## src/rtl/mem_arbiter_rr2_pkg.sv

```systemverilog
// Shared bus definitions for the PicoRV32-native memory bus blocks:
// field widths, default error word and the arbiter state type.
package mem_arbiter_rr2_pkg;

   localparam int unsigned MEM_ADDR_W = 32;
   localparam int unsigned MEM_DATA_W = 32;
   localparam int unsigned MEM_STRB_W = 4;

   localparam logic [MEM_DATA_W-1:0] DEFAULT_ERR_RDATA = 32'hDEAD_BEEF;

   typedef enum logic {
      ST_IDLE = 1'b0,
      ST_BUSY = 1'b1
   } arb_state_t;

endpackage

```

## src/rtl/mem_arb_timer.sv

```systemverilog
// Response watchdog: counts cycles while enabled and flags the last
// permitted cycle. A TIMEOUT_CYCLES of 0 disables expiry.
module mem_arb_timer #(
   parameter int unsigned TIMEOUT_CYCLES = 256
) (
   input  logic clk,
   input  logic reset,
   input  logic clear,
   input  logic enable,
   output logic expire
);

   localparam int unsigned CNT_W  = (TIMEOUT_CYCLES == 0) ? 1 : $clog2(TIMEOUT_CYCLES + 1);
   localparam int unsigned LAST_I = (TIMEOUT_CYCLES == 0) ? 0 : TIMEOUT_CYCLES - 1;
   localparam logic [CNT_W-1:0] LAST = CNT_W'(LAST_I);

   logic [CNT_W-1:0] count;

   // Cycle counter: cleared outside BUSY, saturates on the expiry cycle
   always_ff @(posedge clk or posedge reset) begin
      if (reset) begin
         count <= '0;
      end else if (clear) begin
         count <= '0;
      end else if (enable && (count != LAST)) begin
         count <= count + CNT_W'(1);
      end
   end

   // Expiry flag for the final cycle of the allowed window
   always_comb begin
      expire = (TIMEOUT_CYCLES != 0) && enable && (count == LAST);
   end

endmodule

```

## src/rtl/mem_arbiter_rr2.sv

```systemverilog
// Two-master round-robin arbiter for one PicoRV32-native memory port,
// with a response watchdog that completes hung transactions with an
// error word and a bus_err pulse.
module mem_arbiter_rr2
   import mem_arbiter_rr2_pkg::*;
#(
   parameter int unsigned               TIMEOUT_CYCLES = 256,
   parameter logic [MEM_DATA_W-1:0]     ERR_RDATA      = DEFAULT_ERR_RDATA
) (
   input  logic                  clk,
   input  logic                  reset,
   input  logic                  m0_valid,
   input  logic                  m0_instr,
   input  logic [MEM_ADDR_W-1:0] m0_addr,
   input  logic [MEM_DATA_W-1:0] m0_wdata,
   input  logic [MEM_STRB_W-1:0] m0_wstrb,
   output logic                  m0_ready,
   output logic [MEM_DATA_W-1:0] m0_rdata,
   input  logic                  m1_valid,
   input  logic                  m1_instr,
   input  logic [MEM_ADDR_W-1:0] m1_addr,
   input  logic [MEM_DATA_W-1:0] m1_wdata,
   input  logic [MEM_STRB_W-1:0] m1_wstrb,
   output logic                  m1_ready,
   output logic [MEM_DATA_W-1:0] m1_rdata,
   output logic                  s_valid,
   output logic                  s_instr,
   output logic [MEM_ADDR_W-1:0] s_addr,
   output logic [MEM_DATA_W-1:0] s_wdata,
   output logic [MEM_STRB_W-1:0] s_wstrb,
   input  logic                  s_ready,
   input  logic [MEM_DATA_W-1:0] s_rdata,
   output logic                  bus_err
);

   arb_state_t            state, state_next;
   logic                  grant, grant_next;
   logic                  last;
   logic                  done;
   logic                  expire;
   logic                  timer_clear;
   logic [MEM_DATA_W-1:0] rsp_data;

   mem_arb_timer #(
      .TIMEOUT_CYCLES(TIMEOUT_CYCLES)
   ) u_timer (
      .clk    (clk),
      .reset  (reset),
      .clear  (timer_clear),
      .enable (s_valid),
      .expire (expire)
   );

   // State, grant and last-served registers; last starts at 1 so m0 wins the first tie
   always_ff @(posedge clk or posedge reset) begin
      if (reset) begin
         state <= ST_IDLE;
         grant <= 1'b0;
         last  <= 1'b1;
      end else begin
         state <= state_next;
         grant <= grant_next;
         if ((state == ST_BUSY) && done) begin
            last <= grant;
         end
      end
   end

   // Next-state and grant pick; completion by slave ready or watchdog expiry
   always_comb begin
      state_next = state;
      grant_next = grant;
      done       = 1'b0;
      case (state)
         ST_IDLE: begin
            if (m0_valid || m1_valid) begin
               state_next = ST_BUSY;
               grant_next = (m0_valid && m1_valid) ? ~last : m1_valid;
            end
         end
         ST_BUSY: begin
            done = s_ready || expire;
            if (done) begin
               state_next = ST_IDLE;
            end
         end
         default: state_next = ST_IDLE;
      endcase
   end

   // Slave-side request muxed from the granted master; s_valid is the registered BUSY state
   always_comb begin
      timer_clear = (state == ST_IDLE);
      s_valid     = (state == ST_BUSY);
      s_instr     = grant ? m1_instr : m0_instr;
      s_addr      = grant ? m1_addr  : m0_addr;
      s_wdata     = grant ? m1_wdata : m0_wdata;
      s_wstrb     = grant ? m1_wstrb : m0_wstrb;
   end

   // Master-side response: ready pulse and data only toward the granted master
   always_comb begin
      rsp_data = s_ready ? s_rdata : ERR_RDATA;
      m0_ready = done && !grant;
      m1_ready = done && grant;
      m0_rdata = m0_ready ? rsp_data : '0;
      m1_rdata = m1_ready ? rsp_data : '0;
      bus_err  = done && !s_ready;
   end

endmodule
```

## config.mk

```make
export PLATFORM = sky130hd
export DESIGN_NAME = mem_arbiter_rr2
export DESIGN_NICKNAME = d
export VERILOG_FILES = /design/src/rtl/mem_arbiter_rr2_pkg.sv /design/src/rtl/mem_arb_timer.sv /design/src/rtl/mem_arbiter_rr2.sv
export SDC_FILE = /design/constraint.sdc
export NUM_CORES = 1
export LEC_CHECK = 0
export ABC_AREA = 1
export BUFFER_PORTS_ARGS = -buffer_cell sky130_fd_sc_hd__buf_2
export CORE_AREA = 2 2 120 122
export DETAILED_ROUTE_END_ITERATION = 7
export DIE_AREA = 0 0 122 124
export PLACE_DENSITY = 0.53
export SLEW_MARGIN = 0
export SYNTH_ARGS = -nofsm -noshare
export SYNTH_HDL_FRONTEND = slang
export SYNTH_SLANG_ARGS = --single-unit
export TNS_END_PERCENT = 5
```

## constraint.sdc

```tcl
create_clock -name clk -period 3.2 [get_ports clk]
set_input_delay 0.16 -clock clk [delete_from_list [all_inputs] [get_ports clk]]
set_output_delay 0.16 -clock clk [all_outputs]
set_load 0.01 [all_outputs]
```

Yosys cells after proc, flatten, opt, wreduce, memory -nomap -nowiden
Index checks and enable logic that the tools add are counted.
{"block": "word_totals", "reg_bits": 12, "latch_bits": 0, "ram_bits": 0, "romBits": 0, "inputBits": 175, "n_memories": 0}
{"block": "op_classes", "n_addsub": 1, "multipliers": 0, "n_div": 0, "n_lt_le_gt_ge": 0, "eq_ne": 3, "shift": 0, "mux": 14, "bitwise": 2, "n_reduce_logical": 12}
{"cell": "32-bit 2-to-1 mux", "count": 5}
{"cell": "9-bit 2-to-1 mux", "count": 2}
{"cell": "9-bit by 1-bit adder with 9-bit output, second input constant", "count": 1}
{"cell": "9-bit by 8-bit == test with 1-bit output, second input constant", "count": 1}
{"cell": "9-bit by 8-bit != test with 1-bit output, second input constant", "count": 1}
{"cell": "1-bit logical AND", "count": 7}
{"cell": "1-bit 2-to-1 mux", "count": 5}
{"cell": "4-bit 2-to-1 mux", "count": 1}
{"cell": "1-bit zero test", "count": 2}
{"cell": "1-bit logical OR", "count": 2}
{"cell": "2-bit by 1-bit != test with 1-bit output, second input constant", "count": 1}
{"cell": "1-bit inverter", "count": 2}
{"cell": "1-bit case mux with 2 select lines", "count": 1}
{"cell": "2-bit AND reduction", "count": 1}

Longest topological paths before layout
Gate-level depths: netlist of run 1.
{"block": "logic_depth", "ltp_word": 6, "depth_mapped": 11}

Hierarchy
A second synthesis of run 1 with hierarchy kept.
{"block": "hier_totals", "hier_cells": 430, "area_unflattened_um2": 2197.1}
{"mod": "mem_arbiter_rr2", "instances": 1, "cells_per_inst": 362, "area_each_um2": 1674.1, "seq_area_each_um2": 76.3}
{"mod": "mem_arb_timer", "instances": 1, "cells_per_inst": 68, "area_each_um2": 523.0, "seq_area_each_um2": 225.2}

Worst setup path before layout of run 1
OpenSTA, ideal clock, no wires.
{"block": "synth_timing", "kind": "register to output", "startpoint": "reg u_timer.count[4]", "endpoint": "out m0_rdata[10]", "t_arrival_ns": 1.725, "required_time_ns": 3.040, "path_slack_ns": 1.315, "path_stages_with_launch": 11, "path_buffers": 1, "cell_sequence": "dfrtp_1 -> nand2_1 -> nor2_1 -> nand2_1 -> nor2_1 -> ha_1 -> o21ai_4 -> nor2_8 -> inv_6 -> buf_6 -> a21oi_1"}
{"block": "synth_between", "elab_chain_cells": 6}
{"item": "from (decl)", "line": "mem_arb_timer.sv:17", "rtl": "logic [CNT_W-1:0] count;"}
{"item": "from (signal assigned)", "line": "mem_arb_timer.sv:26", "rtl": "count <= count + CNT_W'(1);"}
{"item": "9-bit by 8-bit == test with 1-bit output", "line": "mem_arb_timer.sv:32", "rtl": "expire = (TIMEOUT_CYCLES != 0) && enable && (count == LAST);"}
{"item": "1-bit logical AND", "line": "mem_arb_timer.sv:32"}
{"item": "1-bit logical OR", "line": "mem_arbiter_rr2.sv:82", "rtl": "done = s_ready || expire;"}
{"item": "1-bit 2-to-1 mux", "line": "mem_arbiter_rr2.sv:74", "rtl": "case (state)"}
{"item": "1-bit logical AND", "line": "mem_arbiter_rr2.sv:104", "rtl": "m0_ready = done && !grant;"}
{"item": "via m0_ready", "line": "mem_arbiter_rr2.sv:17", "rtl": "output logic m0_ready,"}
{"item": "32-bit 2-to-1 mux", "line": "mem_arbiter_rr2.sv:106", "rtl": "m0_rdata = m0_ready ? rsp_data : '0;"}
{"item": "to (decl)", "line": "mem_arbiter_rr2.sv:18", "rtl": "output logic [MEM_DATA_W-1:0] m0_rdata,"}
The timed path passes the listed nets, and every way through them passes these cells.

Worst setup path after layout of run 1
{"block": "layout_timing", "startpoint": "reg u_timer.count[0]", "endpoint": "out m1_rdata[26]"}
{"block": "layout_between", "elab_chain_cells": 6}
{"item": "9-bit by 8-bit == test with 1-bit output", "line": "mem_arb_timer.sv:32"}
{"item": "1-bit logical AND", "line": "mem_arb_timer.sv:32"}
{"item": "1-bit logical OR", "line": "mem_arbiter_rr2.sv:82"}
{"item": "1-bit 2-to-1 mux", "line": "mem_arbiter_rr2.sv:74"}
{"item": "1-bit logical AND", "line": "mem_arbiter_rr2.sv:105", "rtl": "m1_ready = done && grant;"}
{"item": "32-bit 2-to-1 mux", "line": "mem_arbiter_rr2.sv:107", "rtl": "m1_rdata = m1_ready ? rsp_data : '0;"}
{"item": "to (decl)", "line": "mem_arbiter_rr2.sv:25", "rtl": "output logic [MEM_DATA_W-1:0] m1_rdata,"}
No other way between the ends.

==> results of run 1 <==
==> cells in the mapped netlist <==
| cell | n |
|---|---|
| a21oi_2 | 4 |
| nand4_1 | 1 |
| clkbuf_1 | 13 |
| buf_2 | 6 |
| nand2_1 | 225 |
| inv_2 | 2 |
| nor2_1 | 12 |
| o21ai_4 | 1 |
| inv_1 | 49 |
| nor2_8 | 2 |
| a21oi_1 | 50 |
| o21ai_1 | 1 |
| inv_6 | 1 |
| inv_4 | 1 |
| dfrtp_1 | 11 |
| nor3_1 | 2 |
| ha_1 | 2 |
| dfstp_2 | 1 |
| buf_6 | 4 |
| o31ai_1 | 2 |
| nand3_1 | 23 |
| o21ai_0 | 2 |
| buf_4 | 4 |
==> flip-flops by register name (all words and copies together) (netlist names) <==
name,cells
grant,1
s_valid,1
u_timer.count,9
last,1
==> area by class of cell <==
cell class	count	area share [%]
Timing Repair Buffer	316	41.7
Multi-Input combinational cell	327	37.0
Sequential cell	12	7.91
Tap cell	180	5.88
Inverter	53	5.39
Clock buffer	4	2.06
==> worst reg2reg max path, delay by kind of cell (launching register included) <==
family          cells  cell delay, ps
simple gates        7             810
flops               1             370
buf+inv             1             150
fa+ha+maj           1             330
compound gates      1             130
==> layer usage <==
layer | vias up | wire [µm]
met5 | - | 0
met4 | 0 | 120
met3 | 8 | 1050
met2 | 206 | 5390
met1 | 1440 | 4060
li1 | 1859 | -
==> power by group through the flow <==
stage | Sequential [mW] | Clock (mW) | Combinational (mW)
CTS | 0.223 | 0.232 | 1.62
global route | 0.229 | 0.243 | 1.78
global placement | 0.227 | 0 | 1.62
floorplan | 0.207 | 0 | 0.964
finish | 0.223 | 0.228 | 1.59
detailed placement | 0.224 | 0 | 1.61
==> metrics by stage <==
stage	hold WS, ps	setup WS (ps)	area (µm²)	power, mW
2_1_floorplan	24.0	1320	2080	1.17
3_3_place_gp	207	1160	3740	1.85
3_5_place_dp	201	1120	3740	1.83
4_1_cts	173	863	3830	2.07
5_1_grt	225	618	3830	2.26
6_report	172	874	3830	2.04
==> cells by family after synthesis <==
group	after synthesis
flops	12
buf+inv	80
fa+ha+maj	2
simple gates	265
compound gates	60
==> cell usage in the layout (no fill, tap or decap), drive strengths merged <==
cell type	Yosys	final
buf	14	315
nand2	225	225
a21oi	54	54
inv	53	53
nand3	23	23
nor2	14	14
dfrtp	11	11
clkbuf	13	4
o21ai	4	4
nor3	2	2
o31ai	2	2
ha	2	2
nand4	1	1
dlygate4sd3	0	1
dfstp	1	1
==> worst max path at each step <==
stage / to / slack [ps] / depth (start not counted)
detailed placement: m1_rdata[0] / 1120 / 9
global placement: m1_rdata[0] / 1160 / 9
floorplan: m0_rdata[10] / 1320 / 10
finish: m1_rdata[26] / 870 / 9
CTS: m1_rdata[0] / 860 / 9
global route: m1_rdata[11] / 620 / 10
==> timing repair <==
| item | 4_1_cts | 5_1_grt |
|---|---|---|
| gates resized for setup | 0 | 0 |
| hold buffers | 1 | 0 |
| hold endpoints to repair | 11 | 0 |
| setup buffers | 0 | 0 |
==> results.tsv, run 1 <==
metric	value	unit
status	finished clean	
postRouteAntennaNets	0	
cp_top_family	adder cells	
p_per_area	533	nW/µm²
timing.rr.start	u_timer.count[4]	
fillers	1559	
p_leak	2.73	nW
relSlewSlack	50.0	%
wl_per_cell	11.9	µm
post-route-period-util	72.7	%
start_util	15.2	%
drive_gt1_share	46.5	%
power_frac_comb	77.9	%
crit_type	register to output port	
critPathRequiredTime	3040	ps
syn_inst	419	
hold_class	primary input to register	
crit_chain	ha_1 -> nand2_1 -> nor2_1 -> ha_1 -> o21ai_4 -> nor2_8 -> inv_4 -> a21oi_1 -> buf_2	
netlist_area	2080	µm²
fin_util	27.9	%
cts_tree	built	
synth-seq-cells	12	
ys_types	23	
overflow	0	
cpMostUsedCell	ha_1	
grt_use_met3	3.02	%
p_sw	1.10	mW
antenna_found_initial	0	
reg2reg_slack	1310	ps
clk_path_buf_depth	2	
core-area	13700	µm²
slowest_stage	dfrtp_1	
clock_latency	240	ps
cp_slowest_stage_delay	400	ps
rsz0062_at_grt	false	
yosysTopAreaCell	nand2_1	
multi_input_area	1420	µm²
cts_buffers	3	
track_usage	11.8	%
grt_pass1_wl	14.3	mm
setup_tns	0	ps
yosys_warnings	0	
clock-sinks	12	
dp_hpwl	8.93	mm
p_sw_share	53.9	%
grt_max_degree	72	
critPathLaunchType	register	
dieArea	15100	µm²
drv_slew	0	
drt_pass1_iterations	5	
critPathMaxFanout	25	
hold_viol_final	0	
worstSetupStartpoint	u_timer.count[0]	
crit_arrival	2170	ps
synth_fa_ha_area_share	1.20	%
drtIter0Drc	114	
synth_compound_area_share	15.9	%
routed_via_density	3.94	
drc	0	
instances_no_fill	892	
setup_viol_count_final	0	
die_h	124	µm
wirelength	10.6	mm
p_clk_share	11.1	%
whs_path_depth	3	
avgSynthCellArea	4.96	µm²
grt_pass1_vias	2996	
hold-path-endpoint	grant	
ff_latch_area	303	µm²
hp-start	m1_valid	
syn-num-nets	596	
path_clk_slew	40	ps
synth-simple-area-share	51.0	%
synth_area_leaders	nand2_1, dfrtp_1, a21oi_1, inv_1, nand3_1	
synth_top_family_by_area	simple AND/OR/NAND/NOR gates	
diodes	0	
cap_violations	0	
period_needed	2330	ps
fin_worst_skew	4.41	ps
fmax	430	MHz
synthMuxAreaShare	0	%
die_x	122	µm
rr_worst_depth	10	
crit_buf_inv	2	
io-pin-count	312	
cts_root_buf	clkbuf_16	
pwr-share-seq	10.9	%
top_usage_layer	met2	
worst_pin_slew	750	ps
gp_congestion	0.806	
cp-end-kind	output port	
vias	3513	
synth.top_cell.area_share	40.6	%
synth_xor_area_share	0	%
reg2reg_to	u_timer.count[7]	
peakVddDrop	277	µV
placedCellCount	887	
p_int	0.942	mW
row_count	43	
met1_usage	13.7	%
ys_seq_area_share	14.5	%
port_buffers	311	
nets	890	
gr-usage-met2	22.1	%
htree_levels	1	
syn_to_final_growth	84.1	%
No activity file was read; power rests on OpenSTA's default activity.
==> run 2, diff against run 1 <==
--- a/config.mk
+++ b/config.mk
@@ -7,10 +7,10 @@
 export LEC_CHECK = 0
 export ABC_AREA = 1
 export BUFFER_PORTS_ARGS = -buffer_cell sky130_fd_sc_hd__buf_2
-export CORE_AREA = 2 2 120 122
+export CORE_AREA = 2 2 121 123
 export DETAILED_ROUTE_END_ITERATION = 7
-export DIE_AREA = 0 0 122 124
-export PLACE_DENSITY = 0.53
+export DIE_AREA = 0 0 123 125
+export PLACE_DENSITY = 0.54
 export SLEW_MARGIN = 0
 export SYNTH_ARGS = -nofsm -noshare
 export SYNTH_HDL_FRONTEND = slang
==> constraint.sdc (replaced) <==
create_clock -name clk -period 2.07 [get_ports clk]
set_input_delay 0.1035 -clock clk [delete_from_list [all_inputs] [get_ports clk]]
set_output_delay 0.1035 -clock clk [all_outputs]
set_load 0.01 [all_outputs]
==> results.tsv, run 2 (same netlist as run 1, synthesis figures left out) <==
metric	value	unit	change
clock_latency	240	ps	about the same
p_per_area	822	nW/µm²	was 533 nW/µm²
cap_violations	0		unchanged
largest-register	u_timer.count		unchanged
overflow	0		unchanged
nets	905		was 890
dp_hpwl	8.69	mm	was 8.93 mm
core-area	14200	µm²	was 13700 µm²
drc	0		unchanged
layout_commonest_cell	buf_2		unchanged
fin_worst_skew	0.789	ps	was 4.41 ps
grt_pass1_wl	14.8	mm	was 14.3 mm
routed_via_density	3.99		was 3.94
relSlewSlack	55.5	%	was 50.0%
largest_register_ffs	9		unchanged
critPathMaxFanout	5		was 25
dieArea	15400	µm²	was 15100 µm²
power	3.33	mW	was 2.04 mW
worstSetupStartpoint	u_timer.count[3]		was u_timer.count[0]
path_clk_slew	40	ps	about the same
cts_tree	built		unchanged
drt_pass1_iterations	4		was 5
clk_path_buf_depth	2		unchanged
diodes	0		unchanged
clock-sinks	12		unchanged
drv_slew	0		unchanged
critPathRequiredTime	1970	ps	was 3040 ps
wirelength	10.6	mm	about the same
post-route-period-util	99.0	%	
period_needed	2050	ps	
fillers	1605		was 1559
status	finished clean		unchanged
postPlaceCellArea	3810	µm²	was 3740 µm²
crit_arrival	1950	ps	was 2170 ps
grt_pass1_vias	3068		was 2996
fin_ws	21.5	ps	was 874 ps
instances_no_fill	911		was 892
post-place-ws	163	ps	was 1120 ps
worst_pin_slew	667	ps	was 750 ps
start_util	14.6	%	was 15.2%
cts_buffers	3		unchanged
drive_gt1_share	49.7	%	was 46.5%
setup_viol_count_final	0		unchanged
mostFrequentLayoutCells	buf_2, nand2_1, a21oi_1		unchanged
timing.rr.start	u_timer.count[0]		was u_timer.count[4]
fmax	488	MHz	
postLayoutCellArea	4050	µm²	was 3830 µm²
htree_levels	1		unchanged
ff_latch_area	303	µm²	unchanged
syn_to_final_growth	94.9	%	was 84.1%
multi_input_area	1460	µm²	was 1420 µm²
antenna_found_initial	1		was 0
hold_ws	107	ps	was 172 ps
gp_congestion	0.829		was 0.806
rsz0062_at_grt	true		was false
die_h	125	µm	was 124 µm
drtIter0Drc	115		was 114
cp-end-kind	output port		unchanged
hp-start	m1_valid		unchanged
peakVddDrop	308	µV	was 277 µV
placedCellCount	900		was 887
io-pin-count	312		unchanged
die_x	123	µm	was 122 µm
hold_viol_final	0		unchanged
wl_per_cell	11.6	µm	was 11.9 µm
port_buffers	311		unchanged
postRouteAntennaNets	0		unchanged
critPathLaunchType	register		unchanged
hold_class	primary input to register		unchanged
crit_type	register to output port		unchanged
track_usage	12.1	%	was 11.8%
row_count	44		was 43
grt_max_degree	67		was 72
cts_root_buf	clkbuf_16		unchanged
p_leak	2.80	nW	was 2.73 nW
vias	3635		was 3513
==> run 2: changes by cell type in the layout (fill, tap and decap cells not counted), sizes merged <==
cell,delta
buf,+15
==> run 2: metal layers <==
layer / vias up / wire length [µm] / part of all wire (%) / track usage, %
li1: 1891 / - / - / -
met1: 1519 / 4010 / 38 / 13.3
met2: 212 / 5320 / 50 / 23.2
met3: 11 / 1100 / 10 / 2.46
met4: 2 / 135 / 1.3 / 2.81
met5: - / 16 / 0.15 / 0
==> run 2: critical path: stages (launching register included) <==
cell and delay (ps):
dfrtp_1 380, nand2_2 80, nor2_4 110, nand2_1 60
nor2_1 120, ha_2 230, o21ai_4 110, nor2_8 190
buf_6 160, nand3_2 60, inv_1 70, buf_2 130
==> run 2: worst paths after layout <==
check	to	slack, ps	depth (start not counted)
max	m1_rdata[17]	20	11
min	grant	110	3
max reg2reg	u_timer.count[7]	380	10
min reg2reg	last	490	2
max in group asynchronous	grant	1260	3
min in group asynchronous	u_timer.count[8]	440	3
==> run 2: report_power, final <==
group	switching, mW	internal, mW	leakage, nW
clock	0.104	0.259	0.0382
combinational	1.60	1.01	2.61
sequential	0.0599	0.291	0.156
==> run 2: layout make-up <==
| cell class | count | share of cell area (%) |
|---|---|---|
| Inverter | 53 | 5.28 |
| Multi-Input combinational cell | 327 | 36.1 |
| Clock buffer | 4 | 1.95 |
| Sequential cell | 12 | 7.47 |
| Tap cell | 184 | 5.68 |
| Timing Repair Buffer | 331 | 43.5 |
==> run 2: repair_timing <==
action | in CTS | in global routing
hold buffers | 1 | 0
pin swaps | 2 | 7
resized for setup | 6 | 24
endpoints found under the setup margin | 64 | 64
hold endpoints to repair | 11 | 0
setup buffers | 2 | 3
cloned | 0 | 1
==> run 2: stage by stage <==
step / utilization (%) / setup TNS [ps]
floorplan: - / 0
global placement: 26.8 / 0
detailed placement: 26.8 / 0
CTS: 27.7 / 0
global route: 28.5 / -1930
finish: 28.5 / 0
==> run 3, diff against run 2 <==
--- a/config.mk
+++ b/config.mk
@@ -7,10 +7,10 @@
 export LEC_CHECK = 0
 export ABC_AREA = 1
 export BUFFER_PORTS_ARGS = -buffer_cell sky130_fd_sc_hd__buf_2
-export CORE_AREA = 2 2 121 123
+export CORE_AREA = 2 2 120 122
 export DETAILED_ROUTE_END_ITERATION = 7
-export DIE_AREA = 0 0 123 125
-export PLACE_DENSITY = 0.54
+export DIE_AREA = 0 0 122 124
+export PLACE_DENSITY = 0.57
 export SLEW_MARGIN = 0
 export SYNTH_ARGS = -nofsm -noshare
 export SYNTH_HDL_FRONTEND = slang
==> constraint.sdc (replaced) <==
create_clock -name clk -period 2.5 [get_ports clk]
set_input_delay 0.125 -clock clk [delete_from_list [all_inputs] [get_ports clk]]
set_output_delay 0.125 -clock clk [all_outputs]
set_load 0.01 [all_outputs]
==> results.tsv, run 3 (same netlist as run 1, synthesis figures left out) <==
metric	value	unit	change
postRouteAntennaNets	0		unchanged
critPathMaxFanout	25		was 5
mostFrequentLayoutCells	buf_2, nand2_1, a21oi_1		unchanged
crit_type	register to output port		unchanged
post_cts_buffers	0		was 2
dieArea	15100	µm²	was 15400 µm²
clock_latency	240	ps	about the same
path_clk_slew	40	ps	about the same
die_h	124	µm	was 125 µm
routed_via_density	3.89		was 3.99
antenna_found_initial	0		was 1
p_leak	2.74	nW	was 2.80 nW
wirelength	9.82	mm	was 10.6 mm
relSlewSlack	66.4	%	was 55.5%
period_needed	2240	ps	
placedCellCount	887		was 900
peakVddDrop	204	µV	was 308 µV
drt_pass1_iterations	4		unchanged
cap_violations	0		unchanged
nets	890		was 905
hold_class	primary input to register		unchanged
diodes	0		unchanged
track_usage	10.8	%	was 12.1%
cp-end-kind	output port		unchanged
syn_to_final_growth	85.3	%	was 94.9%
start_util	15.2	%	was 14.6%
vias	3471		was 3635
clk_path_buf_depth	2		unchanged
hold_ws	127	ps	was 107 ps
io-pin-count	312		unchanged
grt_max_degree	50		was 67
drive_gt1_share	46.8	%	was 49.7%
post-route-period-util	89.7	%	
dp_hpwl	8.18	mm	was 8.69 mm
fmax	446	MHz	
core-area	13700	µm²	was 14200 µm²
htree_levels	1		unchanged
critPathLaunchType	register		unchanged
cts_buffers	3		unchanged
row_count	43		was 44
overflow	0		unchanged
drc	0		unchanged
port_buffers	311		unchanged
gp_congestion	0.761		was 0.829
rr_worst_depth	8		was 10
die_x	122	µm	was 123 µm
whs_path_depth	3		unchanged
setup_tns	0	ps	unchanged
fin_worst_skew	0.608	ps	was 0.789 ps
layout_commonest_cell	buf_2		unchanged
worst_pin_slew	503	ps	was 667 ps
instances_no_fill	892		was 911
cts_root_buf	clkbuf_16		unchanged
drv_slew	0		unchanged
crit_arrival	2120	ps	was 1950 ps
wl_per_cell	11.0	µm	was 11.6 µm
cts_tree	built		unchanged
setup_viol_count_final	0		unchanged
hold_viol_final	0		unchanged
grt_pass1_wl	13.1	mm	was 14.8 mm
drtIter0Drc	107		was 115
largest-register	u_timer.count		unchanged
grt_pass1_vias	2743		was 3068
p_per_area	686	nW/µm²	was 822 nW/µm²
power	2.64	mW	was 3.33 mW
fin_util	28.1	%	was 28.5%
clock-sinks	12		unchanged
status	finished clean		unchanged
critPathRequiredTime	2380	ps	was 1970 ps
rsz0062_at_grt	false		was true
largest_register_ffs	9		unchanged
-- run 3: changes by cell type in the layout (fill, tap and decap cells not counted), moves of 2 or more --
| cell | before | now |
|---|---|---|
| buf_4 | 16 | 3 |
| inv_1 | 45 | 49 |
| nand2_1 | 222 | 225 |
| buf_6 | 10 | 0 |
| inv_2 | 6 | 2 |
| nand2_2 | 3 | 0 |
| nand3_1 | 18 | 23 |
| buf_2 | 304 | 311 |
| nand3_2 | 5 | 0 |
| inv_8 | 2 | 0 |
-- run 3: per-stage QoR --
| step | cell area, µm² | setup slack (ps) |
|---|---|---|
| after floorplan | 2080 | 650 |
| after global placement | 3750 | 482 |
| after detailed placement | 3750 | 446 |
| after CTS | 3850 | 176 |
| after global routing | 3850 | 60.6 |
| final | 3850 | 257 |
-- run 3: layer usage --
layer	GRT usage (%)	routed length, µm	vias to the layer above
li1	-	-	1864
met1	12.2	3820	1418
met2	21.1	5080	184
met3	1.51	846	5
met4	2.59	80	0
met5	0	0	-
-- run 3: power by group --
| group | switching [mW] | internal [mW] | total [mW] |
|---|---|---|---|
| Clock | 0.0898 | 0.242 | 0.332 |
| Combinational | 1.26 | 0.766 | 2.02 |
| Sequential | 0.0459 | 0.241 | 0.287 |
-- run 3: layout make-up --
| class | count | area [µm²] |
|---|---|---|
| Clock buffer | 4 | 88.8 |
| Fill cell | 1567 | 9870 |
| Inverter | 53 | 206 |
| Multi-Input combinational cell | 327 | 1420 |
| Sequential cell | 12 | 303 |
| Tap cell | 180 | 225 |
| Timing Repair Buffer | 316 | 1610 |
-- run 3: worst max-delay path, cell delays in order (launching register included) --
cell     delay [ps]
dfrtp_1         400
ha_1            220
nand2_1         110
nor2_1           60
ha_2            220
o21ai_4         300
nor2_8           90
inv_4           230
a21oi_1          70
buf_2           160
-- run 3: repair_timing --
action,in CTS,in global routing
endpoints found under the setup margin,0,10
gates resized for setup,0,1
hold buffers,1,0
endpoints found under the hold margin,11,0
-- run 3: worst paths after layout --
kind,from,endpoint,slack (ps)
max,u_timer.count[0],m1_rdata[15],260
min,m1_valid,grant,130
max reg2reg,u_timer.count[0],last,700
min reg2reg,last,last,490
max in group asynchronous,reset,grant,1710
min in group asynchronous,reset,u_timer.count[4],440
